$ cat config.mk
export PLATFORM = sky130hd
export DESIGN_NAME = sr_latch_driver
export DESIGN_NICKNAME = d
export VERILOG_FILES = /design/src/rtl/sr_latch_driver.sv
export SDC_FILE = /design/constraint.sdc
export NUM_CORES = 1
export LEC_CHECK = 0
export BUFFER_PORTS_ARGS = -buffer_cell sky130_fd_sc_hd__buf_4
export CORE_MARGIN = 1
export CORE_UTILIZATION = 59
export DETAILED_ROUTE_END_ITERATION = 10
export GPL_TIMING_DRIVEN = 0
export PLACE_DENSITY = 0.8
export SLEW_MARGIN = 20
export SYNTH_ARGS = -nofsm -noshare
export SYNTH_HDL_FRONTEND = slang
export SYNTH_SLANG_ARGS = --single-unit
$ cat constraint.sdc
create_clock -name Clk -period 4.7 [get_ports Clk]
set_clock_uncertainty 0.1 [all_clocks]
set_input_delay 0.705 -clock Clk [delete_from_list [all_inputs] [get_ports Clk]]
set_output_delay 0.705 -clock Clk [all_outputs]
set_load 0.01 [all_outputs]
$ cat src/rtl/sr_latch_driver.sv
// sr_latch_driver
//  Initiator for a gated SR latch. Raw set/clear requests are synchronized and
//  edge-detected. Each accepted request becomes a single S or R pulse with a
//  matching gate strobe. The latch Q is then read back to confirm the write.
//
//  Parameters
//   SYNC_STAGES  flops per input synchronizer (>= 2)
//   PULSE_W      cycles S_out/R_out/gate stay high per command (1..255)
//   TIMEOUT      CHECK cycles allowed for q_fb to match the target (1..255)
//
//  Ports
//   Clk, Reset         clock, asynchronous active-high reset
//   set_req, clr_req   raw asynchronous requests, active-high
//   q_fb               latch Q feedback, asynchronous
//   S_out, R_out, gate latch drive; gate is high exactly while S_out or R_out is high
//   busy               high whenever the FSM is not in IDLE
//   done               one-cycle pulse: write confirmed
//   conflict           one-cycle pulse: set and clear edges seen in the same cycle
//   err                sticky confirmation failure, cleared by the next accepted command
//   q_state            last confirmed latch value
//
//  Build option
//   SR_AUTO_RETRY_EN   when defined, the first CHECK timeout re-issues one full
//                      pulse with the same target; a second timeout is an error.
module sr_latch_driver #(
    parameter int unsigned SYNC_STAGES = 2,
    parameter int unsigned PULSE_W     = 4,
    parameter int unsigned TIMEOUT     = 8
) (
    input  logic Clk,
    input  logic Reset,
    input  logic set_req,
    input  logic clr_req,
    input  logic q_fb,
    output logic S_out,
    output logic R_out,
    output logic gate,
    output logic busy,
    output logic done,
    output logic conflict,
    output logic err,
    output logic q_state
);

    localparam int unsigned CNT_W = 8;

    typedef enum logic [1:0] {
        IDLE  = 2'd0,
        DRIVE = 2'd1,
        CHECK = 2'd2,
        ERROR = 2'd3
    } state_t;

    // Input synchronizers and edge history
    logic [SYNC_STAGES-1:0] set_sync;
    logic [SYNC_STAGES-1:0] clr_sync;
    logic [SYNC_STAGES-1:0] q_sync;
    logic                   set_prev;
    logic                   clr_prev;

    always_ff @(posedge Clk or posedge Reset) begin
        if (Reset) begin
            set_sync <= '0;
            clr_sync <= '0;
            q_sync   <= '0;
            set_prev <= 1'b0;
            clr_prev <= 1'b0;
        end else begin
            set_sync <= {set_sync[SYNC_STAGES-2:0], set_req};
            clr_sync <= {clr_sync[SYNC_STAGES-2:0], clr_req};
            q_sync   <= {q_sync[SYNC_STAGES-2:0], q_fb};
            set_prev <= set_sync[SYNC_STAGES-1];
            clr_prev <= clr_sync[SYNC_STAGES-1];
        end
    end

    logic set_edge_c;
    logic clr_edge_c;
    logic q_fb_s_c;

    assign set_edge_c = set_sync[SYNC_STAGES-1] & ~set_prev;
    assign clr_edge_c = clr_sync[SYNC_STAGES-1] & ~clr_prev;
    assign q_fb_s_c   = q_sync[SYNC_STAGES-1];

    // FSM state and datapath registers
    state_t           state;
    state_t           state_d;
    logic [CNT_W-1:0] cnt;
    logic [CNT_W-1:0] cnt_d;
    logic             target;
    logic             target_d;
    logic             err_d;
    logic             q_state_d;
    logic             done_d;
    logic             conflict_d;
    logic             drive_d;
    logic             s_d;
    logic             r_d;
    logic             busy_d;
`ifdef SR_AUTO_RETRY_EN
    logic             retry_used;
    logic             retry_used_d;
`endif

    always_ff @(posedge Clk or posedge Reset) begin
        if (Reset) begin
            state    <= IDLE;
            cnt      <= '0;
            target   <= 1'b0;
            S_out    <= 1'b0;
            R_out    <= 1'b0;
            gate     <= 1'b0;
            busy     <= 1'b0;
            done     <= 1'b0;
            conflict <= 1'b0;
            err      <= 1'b0;
            q_state  <= 1'b0;
`ifdef SR_AUTO_RETRY_EN
            retry_used <= 1'b0;
`endif
        end else begin
            state    <= state_d;
            cnt      <= cnt_d;
            target   <= target_d;
            S_out    <= s_d;
            R_out    <= r_d;
            gate     <= drive_d;
            busy     <= busy_d;
            done     <= done_d;
            conflict <= conflict_d;
            err      <= err_d;
            q_state  <= q_state_d;
`ifdef SR_AUTO_RETRY_EN
            retry_used <= retry_used_d;
`endif
        end
    end

    // Next-state and next-output logic; outputs follow the next state so they
    // line up with the state they belong to.
    always_comb begin
        state_d    = state;
        cnt_d      = cnt;
        target_d   = target;
        err_d      = err;
        q_state_d  = q_state;
        done_d     = 1'b0;
        conflict_d = 1'b0;
`ifdef SR_AUTO_RETRY_EN
        retry_used_d = retry_used;
`endif

        case (state)
            IDLE: begin
                if (set_edge_c && clr_edge_c) begin
                    conflict_d = 1'b1;
                end else if (set_edge_c || clr_edge_c) begin
                    state_d  = DRIVE;
                    target_d = set_edge_c;
                    cnt_d    = CNT_W'(PULSE_W);
                    err_d    = 1'b0;
`ifdef SR_AUTO_RETRY_EN
                    retry_used_d = 1'b0;
`endif
                end
            end

            DRIVE: begin
                cnt_d = cnt - CNT_W'(1);
                if (cnt <= CNT_W'(1)) begin
                    state_d = CHECK;
                    cnt_d   = CNT_W'(TIMEOUT);
                end
            end

            CHECK: begin
                if (q_fb_s_c == target) begin
                    done_d    = 1'b1;
                    q_state_d = target;
                    state_d   = IDLE;
                end else if (cnt <= CNT_W'(1)) begin
`ifdef SR_AUTO_RETRY_EN
                    if (!retry_used) begin
                        state_d      = DRIVE;
                        cnt_d        = CNT_W'(PULSE_W);
                        retry_used_d = 1'b1;
                    end else begin
                        state_d = ERROR;
                    end
`else
                    state_d = ERROR;
`endif
                end else begin
                    cnt_d = cnt - CNT_W'(1);
                end
            end

            ERROR: begin
                err_d   = 1'b1;
                state_d = IDLE;
            end

            default: begin
                state_d = IDLE;
            end
        endcase

        // S and R are derived from one drive flag so they can never overlap
        drive_d = (state_d == DRIVE);
        s_d     = drive_d & target_d;
        r_d     = drive_d & ~target_d;
        busy_d  = (state_d != IDLE);
    end

endmodule
==> results of run 1 <==
kinds of logic (layout without fill, tap and decap cells):
| family | count (synthesis) | count (layout) | share of synthesized area |
|---|---|---|---|
| and+or+nand+nor | 38 | 38 | 0.159 |
| buffers and inverters | 10 | 26 | 0.0328 |
| DFF | 27 | 27 | 0.536 |
| xor gates and xnor gates | 4 | 4 | 0.0278 |
| AOI/OAI and AO/OA | 31 | 31 | 0.176 |
| muxes | 1 | 1 | 0.00894 |
| adders and majority gates | 6 | 6 | 0.0596 |
flip-flops by register name, summed over array words and instances, names as in the netlist:
name      flops
done          1
state         2
err           1
conflict      1
busy          1
q_sync        2
set_prev      1
gate          1
S_out         1
q_state       1
R_out         1
clr_prev      1
clr_sync      2
target        1
cnt           8
set_sync      2
cell type report:
class | instances | area, µm²
inverters | 9 | 33.8
multi-input cells | 80 | 543
clock inverters | 1 | 7.51
fillers | 157 | 568
flip-flops and latches | 27 | 676
repair buffers | 12 | 90.1
well taps | 27 | 33.8
clock buffers | 3 | 22.5
plain buffers | 1 | 7.51
worst register-to-register path: cells and delay by family, from the launching register on:
family	cells	cell delay, ns
adder cells (fa/ha/maj)	1	0.29
flip-flops	1	0.45
AO/OA/AOI/OAI	5	1.58
buffers and inverters	1	0.09
per-stage QoR:
| stage | std cells | setup WS (ns) | power [mW] |
|---|---|---|---|
| CTS | 160 | 2.11 | 1.00 |
| floorplan | 117 | 2.54 | 0.758 |
| finish | 160 | 2.10 | 1.00 |
| global placement | 156 | 2.26 | 0.868 |
| global route | 160 | 1.95 | 1.08 |
| detailed placement | 156 | 2.16 | 0.894 |
power by group:
part / internal [mW] / total [mW] / switching, mW
clock: 0.0327 / 0.103 / 0.0704
combinational: 0.241 / 0.536 / 0.296
sequential: 0.302 / 0.363 / 0.0615
total: 0.575 / 1.00 / 0.428
routing by layer:
metal,GRT usage,vias to the layer above,share of wire
met5,0,-,0
met4,0.106,0,0.015
met3,0.0593,3,0.031
met2,0.416,19,0.49
met1,0.288,475,0.46
li1,-,443,-
Yosys cell counts:
master	instances
o31ai_1	2
nor4_1	2
o21bai_1	1
o21ai_0	9
a22o_1	2
a221o_1	2
a2bb2oi_1	1
dfrtp_1	27
mux2_2	1
nor2b_1	2
a31oi_1	1
or4_4	2
xnor2_1	3
nor3b_1	2
inv_1	9
xor2_1	1
nand2_1	9
nor3_2	1
a2bb2oi_2	1
nor3_1	3
or3_1	1
nor2_1	11
clkbuf_4	1
o21ai_1	1
a211oi_2	1
a21bo_2	1
and2_1	1
a32o_1	2
ha_1	6
a21oi_1	6
nand2b_1	4
a221oi_1	1
worst paths after layout:
path,startpoint,to,depth (start not counted)
worst max register to register,cnt[0],cnt[7],7
worst max-delay path,cnt[0],cnt[7],7
min in group asynchronous,Reset,state[0],2
worst min-delay path,q_sync[0],q_sync[1],0
max in group asynchronous,Reset,cnt[2],2
worst min register to register,q_sync[0],q_sync[1],0
==> impl_table.tex, run 1 <==
\begin{tabular}{lr}
\hline
Metric & Value \\
\hline
\multicolumn{2}{l}{\textbf{Cells and area}} \\
Finished Cell Area & approximately 1400 µm² \\
Most frequent standard cell in the layout excluding fill and tap cells & dfrtp\_1 \\
Signed area change from the synthesized netlist to the final layout & 12.2\% \\
Share of layout cells above drive strength 1 & 0.180 \\
Post-layout utilization of the core & 0.713 \\
Number of diodes added for antenna fixing & 0 \\
Net count, final & between 100 and 150 \\
Commonest non-fill, non-tap cells in the layout & 27 x dfrtp\_1, 12 x buf\_4, 11 x nor2\_1, 9 x o21ai\_0, 9 x nand2\_1 \\
\multicolumn{2}{l}{\textbf{Logic synthesis}} \\
Distinct cells, synth & 32 \\
Seq/Total Area, Yosys & 0.536 \\
Number of synthesized register bits & 27 \\
Netlist area before placement & approximately 1300 µm² \\
Post-synthesis cell type with the largest combined area & dfrtp\_1 \\
Mapped Nets & about 130 \\
Number of synthesis warnings & 0 \\
Area fraction of the dominant cell type after synthesis & 0.536 \\
Area contributors post-synth & dfrtp\_1 54\%, ha\_1 6.0\%, o21ai\_0 3.6\% \\
Syn\_area\_per\_cell & roughly 11 µm² \\
Count of mapped cells out of synthesis & 117 \\
\multicolumn{2}{l}{\textbf{Clock tree}} \\
Number of setup buffers added after CTS & 0 \\
Max Buffers Root-to-Sink & 2 \\
Clock root cell & clkbuf\_4 \\
Hold bufs inserted after CTS & 0 \\
Clock sinks & 27 \\
TritonCTS clock tree & yes \\
Cts repair resizes & 0 \\
Number of buffers created by CTS & 3 \\
Clock transition at the registers of the reported paths & approximately 0.14 ns \\
Clock latency reported for the late side of the worst-skew pair & approximately 0.34 ns \\
Number of levels in the clock H-tree & 1 \\
\multicolumn{2}{l}{\textbf{Job}} \\
Max\_cap viols & 0 \\
\multicolumn{2}{l}{\textbf{Global routing}} \\
Antenna violations before repair & 0 \\
Largest net degree at the start of global routing & 28 \\
Overall fraction of global-route tracks in use & 0.243 \\
Wire length of the first global-routing pass & roughly 3800 µm \\
Overflow left after global routing & 0 \\
Number of global-route vias before repair & 907 \\
\multicolumn{2}{l}{\textbf{Critical path}} \\
Kind of cell with the highest combined delay on the critical path & compound AO/OA/AOI/OAI gates \\
Startpoint Class & register \\
Arrival time of the worst setup path & around 2.7 ns \\
Flop-to-flop setup slack & approximately 2.1 ns \\
Maximum cell stage delay along the critical path & 0.72 ns \\
Chain of cells forming the critical path & inv\_1 > ha\_1 > o21bai\_1 > o31ai\_1 > a221oi\_1 > o21ai\_0 > a22o\_1 \\
Critical-path cell with the highest stage delay & a221oi\_1 \\
Worst setup path class & reg2reg \\
Worst Path Max Fanout & 7 \\
Critical path data required time & 4.84 ns \\
Setup crit end kind & register \\
Buffer and inverter count on the worst path & 1 \\
\multicolumn{2}{l}{\textbf{Floorplan}} \\
Width of the die & 48.2 µm \\
Die area & 2320 µm² \\
Core Footprint & 1980 µm² \\
Effective utilization at floorplan & 0.636 \\
Row Count & 16 \\
Die H & slightly below 50 µm \\
Top Ports & 13 \\
\multicolumn{2}{l}{\textbf{Placed design}} \\
HPWL reported at the end of detailed placement & $\sim$1700 µm \\
DP Area & about 1400 µm² \\
IO Port Bufs & 12 \\
Routability cong. & around 0.80 \\
\multicolumn{2}{l}{\textbf{Route}} \\
First-pass iteration count of the detailed router & 4 \\
Wire length after detailed routing & 2280 µm \\
Average wire length per cell after detail routing & 14.2 µm \\
Via count normalized by instance count & 5.88 \\
Via count & 940 \\
Number of design rule violations left after detail routing & 0 \\
Number of nets with antenna violations after routing & 0 \\
1st-iter DRT viols & 22 \\
\multicolumn{2}{l}{\textbf{Timing}} \\
Summed negative setup slack over all endpoints & 0 ns \\
Count of endpoints failing hold in the final timing report & 0 \\
RSZ-0062 raised after global routing & false \\
Hold Worst Slack & between 0.2 and 0.3 ns \\
\# setup viols final & 0 \\
Final critical-path share of the clock period & 0.554 \\
Min Tclk post-route & $\sim$2.6 ns \\
Max-slew headroom & 0.397 \\
Highest clock rate & just under 0.4 GHz \\
Number of pins exceeding their max-slew limit in the final report & 0 \\
Transition time at the pin with the least slew margin & 0.899 ns \\
\multicolumn{2}{l}{\textbf{Worst hold path}} \\
Type of the worst min-delay path & reg2reg \\
\multicolumn{2}{l}{\textbf{Power and ir drop}} \\
Static leakage power & between 0.6 and 0.7 nW \\
Power density over the cells & between 700 and 800 nW/µm² \\
Maximum resistive drop on vdd & 0.429 mV \\
\multicolumn{2}{l}{\textbf{Status}} \\
Run status & complete, no violations \\
\hline
\end{tabular}
(Power assumes the default switching activity.)
==> inputs of run 2 (changes only) <==
Settings changed: CORE_UTILIZATION 59 to 56, PLACE_DENSITY 0.8 to 0.76.
Clock period 4.7 ns to 2.4 ns, I/O delays scaled along.
==> run 2 against run 1 <==
The flow now finishes with violations (negative hold slack). Die area increased by 5.1%. Sequential power is 98% higher. Sequential share of layout area fell by 1.1 points. Worst hold slack lost 0.30 ns. Critical endpoint is now cnt[6]. Largest power group unchanged.
==> impl_table.tex, run 2 (same netlist as run 1, synthesis figures left out) <==
\begin{tabular}{lr}
\hline
Metric & Value \\
\hline
\multicolumn{2}{l}{\textbf{Power and ir drop}} \\
Power density over the cells & 1400 nW/µm² \\
Maximum resistive drop on vdd & around 1.1 mV \\
Static leakage power & between 0.6 and 0.7 nW \\
\multicolumn{2}{l}{\textbf{Floorplan}} \\
Row Count & 16 \\
Width of the die & between 40 and 50 µm \\
Die area & roughly 2400 µm² \\
Effective utilization at floorplan & 0.617 \\
Core Footprint & approximately 2000 µm² \\
Die H & $\sim$49 µm \\
Top Ports & 13 \\
\multicolumn{2}{l}{\textbf{Timing}} \\
Transition time at the pin with the least slew margin & 0.545 ns \\
Hold Worst Slack & -0.0311 ns \\
Highest clock rate & $\sim$0.43 GHz \\
Min Tclk post-route & 2.35 ns \\
Max-slew headroom & 0.636 \\
\# setup viols final & 0 \\
RSZ-0062 raised after global routing & false \\
Number of pins exceeding their max-slew limit in the final report & 0 \\
Summed negative setup slack over all endpoints & 0 ns \\
Setup slack after layout & $\sim$0.05 ns \\
Count of endpoints failing hold in the final timing report & 27 \\
Final critical-path share of the clock period & 0.979 \\
\multicolumn{2}{l}{\textbf{Cells and area}} \\
Net count, final & 148 \\
Commonest non-fill, non-tap cells in the layout & 25 x dfrtp\_1, 14 x buf\_4, 10 x nor2\_1, 9 x o21ai\_0, 9 x nand2\_1 \\
Share of layout cells above drive strength 1 & 0.228 \\
Most frequent standard cell in the layout excluding fill and tap cells & dfrtp\_1 \\
Filler Cells Inserted & about 180 \\
Largest Register & cnt \\
Signed area change from the synthesized netlist to the final layout & 15.2\% \\
Flip-flop count of the largest register after layout & 8 \\
Number of diodes added for antenna fixing & 0 \\
\multicolumn{2}{l}{\textbf{Route}} \\
Wire length after detailed routing & $\sim$2400 µm \\
Via count & between 900 and 1,000 \\
First-pass iteration count of the detailed router & 4 \\
1st-iter DRT viols & 16 \\
Via count normalized by instance count & 5.82 \\
Number of design rule violations left after detail routing & 0 \\
Average wire length per cell after detail routing & about 15 µm \\
Number of nets with antenna violations after routing & 0 \\
\multicolumn{2}{l}{\textbf{Clock tree}} \\
Clock root cell & clkbuf\_4 \\
Clock sinks & 27 \\
Number of buffers created by CTS & 3 \\
Number of levels in the clock H-tree & 1 \\
Clock latency reported for the late side of the worst-skew pair & between 0.3 and 0.4 ns \\
TritonCTS clock tree & yes \\
Clock transition at the registers of the reported paths & 0.13 ns \\
Max Buffers Root-to-Sink & 2 \\
\multicolumn{2}{l}{\textbf{Critical path}} \\
Chain of cells forming the critical path & or4\_4 > o31ai\_1 > a21bo\_2 > nor2\_2 > a221o\_1 \\
Worst Path Max Fanout & 6 \\
Arrival time of the worst setup path & approximately 2.5 ns \\
Startpoint Class & register \\
Critical path data required time & roughly 2.5 ns \\
Worst setup path class & reg2reg \\
Buffer and inverter count on the worst path & 0 \\
Maximum cell stage delay along the critical path & around 0.57 ns \\
Critical-path cell with the highest stage delay & or4\_4 \\
Setup crit end kind & register \\
Kind of cell with the highest combined delay on the critical path & compound AO/OA/AOI/OAI gates \\
\multicolumn{2}{l}{\textbf{Global routing}} \\
Overflow left after global routing & 0 \\
Wire length of the first global-routing pass & $\sim$4000 µm \\
Largest net degree at the start of global routing & 28 \\
Overall fraction of global-route tracks in use & 0.226 \\
Number of global-route vias before repair & just over 900 \\
Antenna violations before repair & 0 \\
\multicolumn{2}{l}{\textbf{Placed design}} \\
HPWL reported at the end of detailed placement & about 1600 µm \\
IO Port Bufs & 12 \\
Routability cong. & around 0.9 \\
Pre-CTS WS & -0.136 ns \\
\multicolumn{2}{l}{\textbf{Worst hold path}} \\
Type of the worst min-delay path & in2async \\
\multicolumn{2}{l}{\textbf{Status}} \\
Run status & complete, but fails checks \\
Violations in the final reports & negative hold slack \\
\multicolumn{2}{l}{\textbf{Job}} \\
Max\_cap viols & 0 \\
\hline
\end{tabular}
run 2: cell type report:
cell class              instances  area, µm²  area share
flip-flops and latches         27        678       0.467
multi-input cells              80        557       0.384
repair buffers                 15        115      0.0793
inverters                       9       33.8      0.0233
well taps                      27       33.8      0.0233
clock buffers                   4       26.3      0.0181
plain buffers                   1       7.51     0.00517
run 2: report_power, final:
group,total (mW),leakage (nW),switching (mW),internal (mW)
logic,1.12,0.313,0.615,0.509
clock network,0.190,0.0150,0.125,0.0651
registers,0.717,0.335,0.122,0.594
total,2.03,0.663,0.862,1.17
run 2: final timing paths:
path / depth (start not counted) / endpoint / from / slack [ns]
min in group Clk: 1 / set_sync[0] / set_req / 0.04
max in group asynchronous: 2 / cnt[3] / Reset / 1.84
setup / recovery: 5 / cnt[6] / cnt[3] / 0.05
hold reg to reg: 0 / clr_sync[1] / clr_sync[0] / 0.26
setup reg to reg: 5 / cnt[6] / cnt[3] / 0.05
hold / removal: 2 / q_sync[0] / Reset / -0.03
run 2: timing repair:
item / in CTS / in global routing
hold endpoints to repair: 0 / 1
hold buffers: 0 / 1
buffers inserted: 0 / 2
pin swaps: 0 / 1
setup endpoints to repair: 4 / 8
gates resized for setup: 1 / 4
run 2: metal layers:
metal | track usage | routed length [µm] | vias up
met5 | 0 | 0 | -
met4 | 0.171 | 93 | 0
met3 | 0.0436 | 104 | 10
met2 | 0.331 | 1070 | 30
met1 | 0.295 | 1100 | 459
li1 | - | - | 449
run 2: stage by stage:
step | cell area [µm²] | util | cells | total power, mW
final | 1450 | 0.711 | 163 | 2.03
after global routing | 1450 | 0.711 | 163 | 2.19
after CTS | 1420 | 0.694 | 160 | 1.96
after detailed placement | 1380 | 0.678 | 156 | 1.75
after global placement | 1380 | 0.678 | 156 | 1.70
after floorplan | 1260 | - | 117 | 1.48
==> inputs of run 3 (changes only) <==
Settings changed: CORE_UTILIZATION 56 to 59, CTS_BUF_LIST from default to sky130_fd_sc_hd__clkbuf_8, PLACE_DENSITY 0.76 to 0.8.
==> run 3 against run 2 <==
The run now ends clean. Sequential power about the same. First-iteration DRC count up 50%. Sequential share of layout area down 0.53 points. Cell area up 0.78%. Critical path depth unchanged. Register-to-register slack worse by 0.02 ns. Core utilization up 2.7 points. Total power up 3.7%. Worst hold slack better by 0.092 ns. Global-route usage up 1.4 points. Maximum frequency down 0.66%. Critical endpoint unchanged. Largest cell class unchanged.
==> impl_table.tex, run 3 (same netlist as run 1, synthesis figures left out) <==
\begin{tabular}{lr}
\hline
Metric & Value \\
\hline
\multicolumn{2}{l}{\textbf{Status}} \\
Run status & complete, no violations \\
\multicolumn{2}{l}{\textbf{Critical path}} \\
Critical-path cell with the highest stage delay & or4\_4 \\
Worst setup path class & reg2reg \\
Buffer and inverter count on the worst path & 0 \\
Most common cell type on the critical path & a221o\_1 \\
Setup crit end kind & register \\
Worst Path Max Fanout & 7 \\
Chain of cells forming the critical path & or4\_4 > o31ai\_2 > a221o\_1 > nor2\_2 > a221o\_1 \\
Crit. path cell count & 5 \\
Flop-to-flop setup slack & between 0.03 and 0.04 ns \\
Arrival time of the worst setup path & 2.42 ns \\
Reg-to-reg critical path endpoint & cnt[6] \\
Launching point of the worst reg2reg path & cnt[2] \\
Maximum cell stage delay along the critical path & between 0.6 and 0.7 ns \\
Critical path data required time & around 2.5 ns \\
Reg2Reg Depth & 5 \\
Kind of cell with the highest combined delay on the critical path & compound AO/OA/AOI/OAI gates \\
Startpoint Class & register \\
Origin of the worst setup path & cnt[2] \\
\multicolumn{2}{l}{\textbf{Placed design}} \\
DP Area & $\sim$1400 µm² \\
Routability cong. & 0.796 \\
HPWL reported at the end of detailed placement & 1690 µm \\
IO Port Bufs & 12 \\
Dpl cells & 156 \\
\multicolumn{2}{l}{\textbf{Power and ir drop}} \\
Total design power & $\sim$2.1 mW \\
Part of the total power dissipated in the clock network & 0.125 \\
Internal power & approximately 1.2 mW \\
Fraction of power consumed by sequential logic & 0.340 \\
Static leakage power & around 0.66 nW \\
Maximum resistive drop on vdd & 0.879 mV \\
Gate power share & 0.535 \\
Switching power & between 800 and 900 µW \\
Switching share of power & 0.421 \\
Power density over the cells & approximately 1400 nW/µm² \\
\multicolumn{2}{l}{\textbf{Timing}} \\
Number of pins exceeding their max-slew limit in the final report & 0 \\
Min Tclk post-route & between 2 and 2.5 ns \\
Highest clock rate & approximately 0.42 GHz \\
\# setup viols final & 0 \\
Count of endpoints failing hold in the final timing report & 0 \\
Summed negative setup slack over all endpoints & 0 ns \\
Transition time at the pin with the least slew margin & between 0.9 and 1 ns \\
RSZ-0062 raised after global routing & true \\
Max-slew headroom & 0.392 \\
Final critical-path share of the clock period & 0.985 \\
\multicolumn{2}{l}{\textbf{Clock tree}} \\
Max Buffers Root-to-Sink & 2 \\
Clock root cell & clkbuf\_8 \\
Number of levels in the clock H-tree & 1 \\
TritonCTS clock tree & yes \\
Hold bufs inserted after CTS & 0 \\
Number of buffers created by CTS & 3 \\
Clock latency reported for the late side of the worst-skew pair & around 0.28 ns \\
Clock sinks & 27 \\
Clock transition at the registers of the reported paths & 0.10 ns \\
\multicolumn{2}{l}{\textbf{Floorplan}} \\
Die area & $\sim$2300 µm² \\
Effective utilization at floorplan & 0.636 \\
Die H & approximately 48 µm \\
Top Ports & 13 \\
Core Footprint & 1980 µm² \\
Width of the die & around 48 µm \\
Row Count & 16 \\
\multicolumn{2}{l}{\textbf{Cells and area}} \\
Final Instance Count excl. Fillers & 161 \\
Net count, final & approximately 150 \\
Area used by multi-input combinational logic & $\sim$570 µm² \\
Filler Cells Inserted & about 140 \\
Largest Register & cnt \\
Signed area change from the synthesized netlist to the final layout & 16.1\% \\
Post-layout utilization of the core & 0.738 \\
Flip-flop count of the largest register after layout & 8 \\
Share of layout cells above drive strength 1 & 0.224 \\
Commonest non-fill, non-tap cells in the layout & 27 x dfrtp\_1, 13 x buf\_4, 10 x nor2\_1, 9 x o21ai\_0, 9 x nand2\_1 \\
Most frequent standard cell in the layout excluding fill and tap cells & dfrtp\_1 \\
Finished Cell Area & 1460 µm² \\
Number of diodes added for antenna fixing & 0 \\
Sequential standard cell area & approximately 680 µm² \\
\multicolumn{2}{l}{\textbf{Global routing}} \\
Antenna violations before repair & 0 \\
Number of global-route vias before repair & 922 \\
Overflow left after global routing & 0 \\
Wire length of the first global-routing pass & $\sim$3800 µm \\
Overall fraction of global-route tracks in use & 0.240 \\
Largest net degree at the start of global routing & 28 \\
\multicolumn{2}{l}{\textbf{Route}} \\
First-pass iteration count of the detailed router & 6 \\
Via count normalized by instance count & approximately 6.0 \\
Average wire length per cell after detail routing & roughly 15 µm \\
Wire length after detailed routing & between 2000 and 2500 µm \\
Number of design rule violations left after detail routing & 0 \\
Via count & 970 \\
1st-iter DRT viols & 24 \\
Number of nets with antenna violations after routing & 0 \\
\multicolumn{2}{l}{\textbf{Job}} \\
Max\_cap viols & 0 \\
\multicolumn{2}{l}{\textbf{Worst hold path}} \\
Type of the worst min-delay path & in2async \\
\hline
\end{tabular}
==> run 3: repair_timing <==
action                                  in CTS  in global routing
gates resized for setup                      2                  3
endpoints found under the setup margin       5                  5
buffers inserted                             0                  1
gates cloned                                 0                  0
pin swaps                                    0                  1
==> run 3: worst register-to-register path: stages (launching register included) <==
cell     delay, ns
dfrtp_1       0.46
or4_4         0.61
o31ai_2       0.33
a221o_1       0.33
nor2_2        0.11
a221o_1       0.31
==> run 3: how the worst max path moves through the flow <==
stage / slack [ns] / to
after floorplan: 0.24 / cnt[2]
after global placement: -0.04 / cnt[7]
after detailed placement: -0.14 / cnt[7]
after CTS: 0.02 / cnt[6]
after global routing: -0.05 / cnt[7]
final: 0.04 / cnt[6]
==> run 3: power groups by stage <==
stage	clock network [mW]	logic, mW	registers, mW
global route	0.283	1.24	0.736
global placement	0	0.985	0.714
detailed placement	0	1.03	0.720
CTS	0.266	1.07	0.712
floorplan	0	0.771	0.714
finish	0.264	1.13	0.716
==> run 3: routing by layer <==
| metal | global-route usage | share of wire |
|---|---|---|
| met5 | 0 | 0 |
| met4 | 0.0833 | 0.014 |
| met3 | 0.0481 | 0.047 |
| met2 | 0.424 | 0.50 |
| met1 | 0.290 | 0.43 |
==> run 3: metrics by stage <==
step           worst slack (ns)  hold slack [ns]
2_1_floorplan             0.236            0.231
3_3_place_gp            -0.0439            0.233
3_5_place_dp             -0.144            0.241
4_1_cts                  0.0225           0.0793
5_1_grt                 -0.0452           0.0720
6_report                 0.0352           0.0605
==> run 3: cell type report <==
type	instances	share of cell area
Timing Repair Buffer	13	0.0667
Clock inverter	1	0.00513
Clock buffer	3	0.0282
Tap cell	27	0.0231
Sequential cell	27	0.462
Multi-Input combinational cell	80	0.387
Inverter	9	0.0231
Buffer	1	0.00513
